**config.mk**
```make
export PLATFORM = sky130hd
export DESIGN_NAME = decoder_2x4_rr_arbiter
export DESIGN_NICKNAME = d
export VERILOG_FILES = /design/src/rtl/decoder_2x4_rr_arbiter_pkg.sv /design/src/rtl/decoder_2x4_sel.sv /design/src/rtl/decoder_2x4_rr_arbiter.sv
export SDC_FILE = /design/constraint.sdc
export NUM_CORES = 1
export LEC_CHECK = 0
export BUFFER_PORTS_ARGS = -buffer_cell sky130_fd_sc_hd__buf_2
export CAP_MARGIN = 20
export CORE_MARGIN = 1
export CORE_UTILIZATION = 30
export CTS_CLUSTER_DIAMETER = 30
export DETAILED_ROUTE_END_ITERATION = 10
export GPL_TIMING_DRIVEN = 0
export SLEW_MARGIN = 0
export SYNTH_ARGS = -nofsm -noshare
export SYNTH_HDL_FRONTEND = slang
export SYNTH_HIERARCHICAL = 1
export SYNTH_SLANG_ARGS = --single-unit
```
**constraint.sdc**
```tcl
create_clock -name clk -period 3.75 [get_ports clk]
set_input_delay 0 -clock clk [delete_from_list [all_inputs] [get_ports clk]]
set_output_delay 0 -clock clk [all_outputs]
set_load 0.03 [all_outputs]
```
**src/rtl/decoder_2x4_rr_arbiter_pkg.sv**
```systemverilog
// Shared definitions for the 4-way round-robin arbiter and its grant decoder.
package decoder_2x4_rr_arbiter_pkg;

    // Number of requesters sharing the resource.
    localparam int N_REQ = 4;

    // Arbiter FSM states, one-bit encoding.
    typedef enum logic {
        ST_IDLE  = 1'b0,
        ST_GRANT = 1'b1
    } state_e;

    // Decoder implementation variants selectable through DESCRIPTION.
    localparam string DEC_FULLSYS = "FULLSYS";
    localparam string DEC_CASE    = "CASE";
    localparam string DEC_ASSIGN  = "ASSIGN";

    // Shift-based 2-to-4 one-hot decode.
    function automatic logic [3:0] onehot4(input logic [1:0] idx);
        return 4'b0001 << idx;
    endfunction

endpackage

```
**src/rtl/decoder_2x4_sel.sv**
```systemverilog
// Wraps the available 2-to-4 decoder variants; DESCRIPTION picks one.
// The output is forced to zero while en is low so an idle arbiter shows no grant.
module decoder_2x4_sel
    import decoder_2x4_rr_arbiter_pkg::*;
#(
    parameter string DESCRIPTION = "CASE"
) (
    input  logic [1:0] idx,
    input  logic       en,
    output logic [3:0] onehot
);

    generate
        if (DESCRIPTION == DEC_FULLSYS) begin : g_fullsys
            // Shift-based decode through the package helper.
            always_comb begin
                onehot = en ? onehot4(idx) : 4'b0000;
            end
        end else if (DESCRIPTION == DEC_ASSIGN) begin : g_assign
            assign onehot = {en &  idx[1] &  idx[0],
                             en &  idx[1] & ~idx[0],
                             en & ~idx[1] &  idx[0],
                             en & ~idx[1] & ~idx[0]};
        end else begin : g_case
            // Table decode; unknown variant names also land here.
            always_comb begin
                onehot = 4'b0000;
                if (en) begin
                    case (idx)
                        2'd0:    onehot = 4'b0001;
                        2'd1:    onehot = 4'b0010;
                        2'd2:    onehot = 4'b0100;
                        2'd3:    onehot = 4'b1000;
                        default: onehot = 4'b0000;
                    endcase
                end else begin
                    onehot = 4'b0000;
                end
            end
        end
    endgenerate

endmodule

```
**src/rtl/decoder_2x4_rr_arbiter.sv**
```systemverilog
// Round-robin arbiter sharing one resource among 4 requesters, with a hold
// timeout that pre-empts an owner keeping the grant while others wait.
module decoder_2x4_rr_arbiter
    import decoder_2x4_rr_arbiter_pkg::*;
#(
    parameter int    MAX_HOLD    = 200,
    parameter int    HOLD_W      = 8,
    parameter string DESCRIPTION = "CASE"
) (
    input  logic              clk,
    input  logic              rst,
    input  logic              en,
    input  logic [N_REQ-1:0]  req,
    output logic [N_REQ-1:0]  gnt,
    output logic [1:0]        gnt_idx,
    output logic              busy,
    output logic              preempt,
    output logic [HOLD_W-1:0] hold_cnt
);

    localparam bit              TIMEOUT_ON = (MAX_HOLD > 0);
    localparam logic [HOLD_W-1:0] HOLD_LAST  = HOLD_W'((MAX_HOLD > 0) ? (MAX_HOLD - 1) : 0);
    localparam logic [HOLD_W-1:0] HOLD_SAT   = {HOLD_W{1'b1}};

    state_e            state_r;
    state_e            state_nxt_s;
    logic [1:0]        idx_r;
    logic [1:0]        idx_nxt_s;
    logic [1:0]        ptr_r;
    logic [1:0]        ptr_nxt_s;
    logic [HOLD_W-1:0] hold_r;
    logic [HOLD_W-1:0] hold_nxt_s;
    logic              preempt_r;
    logic              preempt_nxt_s;
    logic [N_REQ-1:0]  gnt_r;
    logic [N_REQ-1:0]  gnt_dec_s;
    logic              busy_nxt_s;
    logic              others_s;
    logic [2:0]        pick_s;

    // Round-robin search starting just after the last winner: returns
    // {found, index}. Later loop iterations overwrite earlier ones, so the
    // candidate closest to ptr+1 wins and ptr itself is tried last.
    function automatic logic [2:0] rr_pick(input logic [N_REQ-1:0] r, input logic [1:0] p);
        logic [2:0] res;
        logic [1:0] c;
        res = 3'b000;
        for (int k = N_REQ; k >= 1; k--) begin
            c = p + 2'(k);
            if (r[c]) begin
                res = {1'b1, c};
            end else begin
                res = res;
            end
        end
        return res;
    endfunction

    // Arbitration candidate and "someone else is waiting" flag.
    always_comb begin
        pick_s   = rr_pick(req, ptr_r);
        others_s = |(req & ~gnt_r);
    end

    // Next-state logic: grant from IDLE, release or timeout from GRANT.
    always_comb begin
        state_nxt_s   = state_r;
        idx_nxt_s     = idx_r;
        ptr_nxt_s     = ptr_r;
        hold_nxt_s    = hold_r;
        preempt_nxt_s = 1'b0;
        case (state_r)
            ST_IDLE: begin
                if (en && pick_s[2]) begin
                    state_nxt_s = ST_GRANT;
                    idx_nxt_s   = pick_s[1:0];
                    ptr_nxt_s   = pick_s[1:0];
                    hold_nxt_s  = {HOLD_W{1'b0}};
                end else begin
                    state_nxt_s = ST_IDLE;
                end
            end
            ST_GRANT: begin
                hold_nxt_s = (hold_r == HOLD_SAT) ? hold_r : hold_r + {{(HOLD_W-1){1'b0}}, 1'b1};
                // Release takes precedence so a voluntary drop never pulses preempt.
                if (req[idx_r] == 1'b0) begin
                    state_nxt_s = ST_IDLE;
                end else if (TIMEOUT_ON && (hold_r == HOLD_LAST) && others_s) begin
                    state_nxt_s   = ST_IDLE;
                    preempt_nxt_s = 1'b1;
                end else begin
                    state_nxt_s = ST_GRANT;
                end
            end
            default: begin
                state_nxt_s = ST_IDLE;
            end
        endcase
        busy_nxt_s = (state_nxt_s == ST_GRANT);
    end

    // The grant bus is decoded from the next owner so it can be registered.
    decoder_2x4_sel #(
        .DESCRIPTION (DESCRIPTION)
    ) u_sel (
        .idx    (idx_nxt_s),
        .en     (busy_nxt_s),
        .onehot (gnt_dec_s)
    );

    // FSM, round-robin pointer, hold counter and registered outputs.
    always_ff @(posedge clk) begin
        if (rst) begin
            state_r   <= ST_IDLE;
            idx_r     <= 2'd0;
            ptr_r     <= 2'd3;
            hold_r    <= {HOLD_W{1'b0}};
            preempt_r <= 1'b0;
            gnt_r     <= 4'b0000;
        end else begin
            state_r   <= state_nxt_s;
            idx_r     <= idx_nxt_s;
            ptr_r     <= ptr_nxt_s;
            hold_r    <= hold_nxt_s;
            preempt_r <= preempt_nxt_s;
            gnt_r     <= gnt_dec_s;
        end
    end

    assign gnt      = gnt_r;
    assign gnt_idx  = idx_r;
    assign busy     = (state_r == ST_GRANT);
    assign preempt  = preempt_r;
    assign hold_cnt = hold_r;

endmodule

```
Yosys cells after proc, flatten, opt, wreduce, memory -nomap -nowiden
Cells that the tools add are included.
- eq/ne operators: 7
- $lt $le $gt $ge: 5
- reduce and logical (&&, ||, !) cells: 8
- multiplexer cells: 25
- div/mod/pow operators: 0
- $add $sub $neg: 4
- shift-type cells: 0
- bitwise logic cells: 5
- multipliers: 0
- operators with widths (kind ; number):
    == test 8 bit, second input constant ; 2
    2-to-1 mux 8 bit ; 2
    case mux 4 bit (4 select lines) ; 1
    case mux 8 bit (2 select lines) ; 1
    less-than comparator 2 x 3 -> 1 bit, second input constant ; 5
    2-to-1 mux 3 bit ; 4
    binary-select mux 1 bit (select 2 bit) ; 5
    2-to-1 mux 1 bit ; 9
    adder 8 x 1 -> 8 bit, second input constant ; 1
    adder 2 bit, second input constant ; 2
    AND 4 bit ; 1
    == test 2 bit, second input constant ; 2
    2-to-1 mux 2 bit ; 2
    != test 2 bit, second input constant ; 2
    inverter 4 bit ; 1
    AND reduction 2 bit ; 2
    OR reduction 4 bit ; 1
    inverter 1 bit ; 3
    OR reduction 3 bit ; 1
    adder 2 x 1 -> 2 bit, second input constant ; 1
    == test 2 x 1 -> 1 bit, second input constant ; 1
    logical AND 1 bit ; 2
    logical NOT 2 bit ; 1
    case mux 1 bit (2 select lines) ; 1
    OR reduction 2 bit ; 1
- register bits after elaboration: 18
- logic and storage cells: 60
- output and inout bits: 16
- input bits: 7
- bits in read-only memories: 0
- bits in latches: 0
- memories kept: 0
- memory bits (writable): 0

Depth between registers and ports, before layout
- word-level depth: 11
- depth in mapped cells: 8
- gate-level depth less buffers: 7

Modules after synthesis
The synthesis kept the hierarchy.
- by module, submodules not included (module ; instances ; seq. area each (um^2) ; area an instance (um^2) ; cells each):
    decoder_2x4_rr_arbiter ; 1 ; 360.3 ; 1014.7 ; 111
    decoder_2x4_sel ; 1 ; 0.0 ; 37.5 ; 4

Worst setup path before layout
No wires, ideal clock.
- kind: flip-flop to flip-flop
- from: register idx_r[0], in the netlist gnt_idx[0]
- to: register gnt_r[3], in the netlist gnt[3]
- data required time: 3.636 ns
- buffers on the path: 0
- library setup time: 0.114 ns
- period minus slack after synthesis: 1.769 ns
- arrival time: 1.656 ns
- stages on the path, launching flop included: 7
- path slack: 1.981 ns
- cells stage by stage: dfxtp_1 -> mux4_2 -> nand2_1 -> o21bai_1 -> nand2_1 -> and3_2 -> nor2b_1
- word-level cells in the longest chain between the ends: 6
- elaborated cells on any way between the ends: 13
- those cells by class: 3 x eq/ne; 7 x mux; 1 x bitwise; 2 x reduce/logical
- RTL lines (item ; RTL line ; source):
    from (decl) ; decoder_2x4_rr_arbiter.sv:27 ; logic [1:0] idx_r;
    from (signal assigned) ; decoder_2x4_rr_arbiter.sv:122 ; idx_r <= idx_nxt_s;
    binary-select mux 1 bit (select 2 bit) ; decoder_2x4_rr_arbiter.sv:86 ; if (req[idx_r] == 1'b0) begin
    2-to-1 mux 1 bit (not written as such) ; decoder_2x4_rr_arbiter.sv:86 ;
    2-to-1 mux 1 bit ; decoder_2x4_rr_arbiter.sv:86 ;
    case mux 1 bit (2 select lines) ; decoder_2x4_rr_arbiter.sv:72 ; case (state_r)
    net busy_nxt_s ; decoder_2x4_rr_arbiter.sv:37 ; logic busy_nxt_s;
    inverter 1 bit (no line) ; n/a ;
    OR reduction 2 bit (no line) ; n/a ;
    to (signal assigned) ; decoder_2x4_rr_arbiter.sv:126 ; gnt_r <= gnt_dec_s;
    to (decl) ; decoder_2x4_rr_arbiter.sv:35 ; logic [N_REQ-1:0] gnt_r;
The timed path passes the listed nets, and every way through them passes these cells. The select of a mux whose other input is x is not followed.
A chain may end at the register's enable or synchronous reset.

Worst setup path in the final report
- from: register ptr_r[0]
- to: register gnt_r[2], in the netlist gnt[2]
- word-level cells in the longest chain between the ends: 11
- elaborated cells on any way between the ends: 27
- those cells by class: 3 x add/sub; 3 x eq/ne; 17 x mux; 1 x bitwise; 3 x reduce/logical
- RTL lines (item ; RTL line ; source):
    from (decl) ; decoder_2x4_rr_arbiter.sv:29 ; logic [1:0] ptr_r;
    from (signal assigned) ; decoder_2x4_rr_arbiter.sv:123 ; ptr_r <= ptr_nxt_s;
    adder 2 bit or binary-select mux 1 bit (select 2 bit) (tied branches) ; decoder_2x4_rr_arbiter.sv:49, decoder_2x4_rr_arbiter.sv:50 ;
    binary-select mux 1 bit (select 2 bit) or 2-to-1 mux 1 bit (tied branches) ; decoder_2x4_rr_arbiter.sv:50 ; if (r[c]) begin
    2-to-1 mux 1 bit (not written as such) or 2-to-1 mux 3 bit (tied branches) ; decoder_2x4_rr_arbiter.sv:50 ;
    2-to-1 mux 3 bit (2 in series) ; decoder_2x4_rr_arbiter.sv:50 ;
    2-to-1 mux 3 bit (*) ; decoder_2x4_rr_arbiter.sv:50 ;
    logical AND 1 bit ; decoder_2x4_rr_arbiter.sv:74 ; if (en && pick_s[2]) begin
    2-to-1 mux 2 bit (*) ; decoder_2x4_rr_arbiter.sv:74 ;
    2-to-1 mux 2 bit (*) ; decoder_2x4_rr_arbiter.sv:72 ;
    net idx_nxt_s[0] ; decoder_2x4_rr_arbiter.sv:28 ; logic [1:0] idx_nxt_s;
    == test 2 bit (tied with other cells) ; decoder_2x4_sel.sv:29 ; case (idx)
    case mux 4 bit (4 select lines) (*) ; decoder_2x4_sel.sv:29 ;
Mark *: on every way through the listed nets, which the timed path passes. The rest lies on a longest branch. The select of a mux whose other input is x is not followed.

==> results.json <==
{
  "synth_area_leader_cell": "dfxtp_1",
  "power_switching_mw": 0.122,
  "r2r_cells": 7,
  "clockBufferDepth": 2,
  "r2r-start": "ptr_r[0]",
  "syn_inst": 115,
  "cts_max_level": 1,
  "cts_tree": "done",
  "grt_pass1_wl_mm": 3.98,
  "min_path_cells": 3,
  "wl_per_cell_um": 12.4,
  "cp.arrival_ns": 1.99,
  "drv_slew": 0,
  "antenna_cells": 0,
  "wl_mm": 2.31,
  "finalSetupViolCount": 0,
  "clk_latency_ns": 0.29,
  "path_class": "reg2reg",
  "power_density_nw_per_um2": 334,
  "cts_made_buffers": 3,
  "status": "finished, final reports clean",
  "power.internal_mw": 0.297,
  "highest_layer": "met3",
  "crit_path_start_kind": "flip-flop",
  "io_pins": 23,
  "yosys-top-cells-area": "dfxtp_1 34%, a21oi_1 5.2%, nor2b_1 4.2%",
  "report.final.hold_viol_count": 0,
  "yosys.area.top_type_share_pct": 34.2,
  "crit_end": "gnt[2]",
  "synth-edff-count": 0,
  "leakagePower_nw": 0.483,
  "clockPowerShare_pct": 28.0,
  "syn_avg_cell_area_um2": 9.15,
  "fin_util_pct": 37.6,
  "area_growth_pct": 19.4,
  "grt_max_degree": 11,
  "hpwl_mm": 1.75,
  "die_w_um": 61.2,
  "yosys.cell_types.count": 51,
  "rsz0062_at_grt": "no",
  "layout-drive-gt1-share_pct": 32.1,
  "ys_seq_elements": 18,
  "place.gp.congestion": 0.803,
  "final_antenna_net_count": 0,
  "synth_area_um2": 1050,
  "max_freq_mhz": 555,
  "cp-end-kind": "flip-flop",
  "drv_cap": 0,
  "fin_tns_setup_ns": 0,
  "wl_met1_mm": 1.02,
  "num_vias": 992,
  "nets": 149,
  "met2_length_mm": 1.14,
  "slew_headroom_pct": 67.9,
  "dr.first_iter.drc_count": 42,
  "cts-resized-gates": 0,
  "clk_pin_slew_worst_paths_ns": 0.10,
  "async_flop_share_pct": 0,
  "seq_area_frac_synth_pct": 34.2,
  "drtPass1Iterations": 5,
  "worst-slew-pin-transition_ns": 0.475,
  "fin_crit_sh_pct": 48.1,
  "overflow": 0,
  "cp_max_fo": 10,
  "cts-root-buf": "clkbuf_4",
  "fin_total_pwr_mw": 0.419,
  "critPathLaunch": "ptr_r[0]",
  "coreArea_um2": 3340,
  "numPortBuffers": 20,
  "rrSetupSlack_ns": 1.95,
  "grt_pass1_vias": 897,
  "die-area_um2": 3750,
  "clock-sinks": 18,
  "via_per_inst": 5.33,
  "die_h_um": 61.2,
  "comb_power_share_pct": 22.6,
  "start_util_pct": 31.5,
  "drc": 0,
  "sequentialPowerShare_pct": 49.4,
  "synth_ff_type": "dfxtp_1",
  "irDropWorstVdd_mv": 0.184,
  "wl_met3_um": 151,
  "row_count": 21,
  "syn_nets": 123,
  "grt_usage_pct": 14.2,
  "layout_min_cycle_time_ns": 1.80,
  "final_common_cell": "buf_2",
  "skew_ns": 0.00237,
  "cp.required_ns": 3.94,
  "switching_share_pct": 29.2,
  "antenna_found_initial": 0,
  "ys_warn_count": 6,
  "reg2reg_to": "gnt[2]",
  "hold_path.class": "in2reg",
  "final_cell_mix": "21 x buf_2, 18 x dfxtp_1, 11 x a21oi_1"
}
==> worst min path at each step <==
stage	start	endpoint	slack, ns
6_report	req[3]	ptr_r[1]	0.12
2_1_floorplan	rst	gnt[0]	0.07
3_5_place_dp	rst	gnt[2]	0.26
5_1_grt	req[3]	ptr_r[1]	0.14
3_3_place_gp	rst	gnt[2]	0.26
4_1_cts	req[3]	ptr_r[1]	0.10
==> area by class of cell <==
| class | instances | area [um^2] |
|---|---|---|
| buffer | 6 | 47.5 |
| clock buffer | 4 | 36.3 |
| multi-input combinational | 89 | 637 |
| inverter | 2 | 7.51 |
| fill | 363 | 2080 |
| timing repair buffer | 21 | 110 |
| tap | 46 | 57.6 |
| sequential | 18 | 360 |
==> routing by layer <==
| metal | up-vias | global-route usage [%] |
|---|---|---|
| met4 | 0 | 0.974 |
| li1 | 485 | - |
| met3 | 0 | 4.41 |
| met2 | 31 | 25.6 |
| met1 | 476 | 17.3 |
| met5 | - | 0 |
==> cell usage after synthesis, drive strengths merged (2+ instances only) <==
master  count
o21ai       4
o31ai       3
nor4        2
nor2        6
buf         4
nor3b       2
nand2       9
clkbuf      2
and3b       3
nor3        6
nand3b      2
nor2b       7
dfxtp      18
nand4       3
a21oi      12
nand3       5
inv         2
nand2b      3
==> what timing repair did <==
item	CTS	global route
hold buffers	1	0
endpoints found under the hold margin	4	0
setup buffers	0	0
==> state kept, by name, indices dropped and copies added, names as in the netlist <==
name / count
hold_cnt: 8
busy: 1
gnt: 4
ptr_r: 2
preempt: 1
gnt_idx: 2
==> worst max-delay path: stages, from the launching register on <==
cell     delay [ns]
dfxtp_1        0.33
buf_6          0.13
nor4b_2        0.23
nor2_1         0.11
a31o_2         0.27
a31oi_1        0.30
and3b_1        0.22
nor2b_1        0.12
==> power groups by stage <==
| stage | combinational [mW] | sequential (mW) | clock (mW) |
|---|---|---|---|
| 2_1_floorplan | 0.0597 | 0.223 | 0 |
| 3_3_place_gp | 0.0926 | 0.211 | 0 |
| 3_5_place_dp | 0.0946 | 0.212 | 0 |
| 4_1_cts | 0.0956 | 0.207 | 0.123 |
| 5_1_grt | 0.106 | 0.209 | 0.131 |
| 6_report | 0.0949 | 0.207 | 0.117 |
==> metrics by stage <==
stage | instance area [um^2] | std cells | setup WS (ns) | hold slack (ns)
floorplan | 1050 | 115 | 1.98 | 0.0716
global placement | 1210 | 181 | 1.97 | 0.263
CTS | 1260 | 186 | 1.93 | 0.102
finish | 1260 | 186 | 1.95 | 0.117
global route | 1260 | 186 | 1.78 | 0.138
detailed placement | 1210 | 181 | 1.94 | 0.262
==> cells by family (layout without fill, tap and decap cells) <==
group | after synthesis | after routing | share of synthesized area (%)
and+or+nand+nor | 56 | 56 | 35.2
AOI/OAI and AO/OA | 30 | 30 | 21.2
DFF | 18 | 18 | 34.2
buffers and inverters | 8 | 33 | 5.23
adders and majority gates | 1 | 1 | 1.19
xor gates and xnor gates | 1 | 1 | 0.832
muxes | 1 | 1 | 2.14
Power figures use the tool's default switching activity.
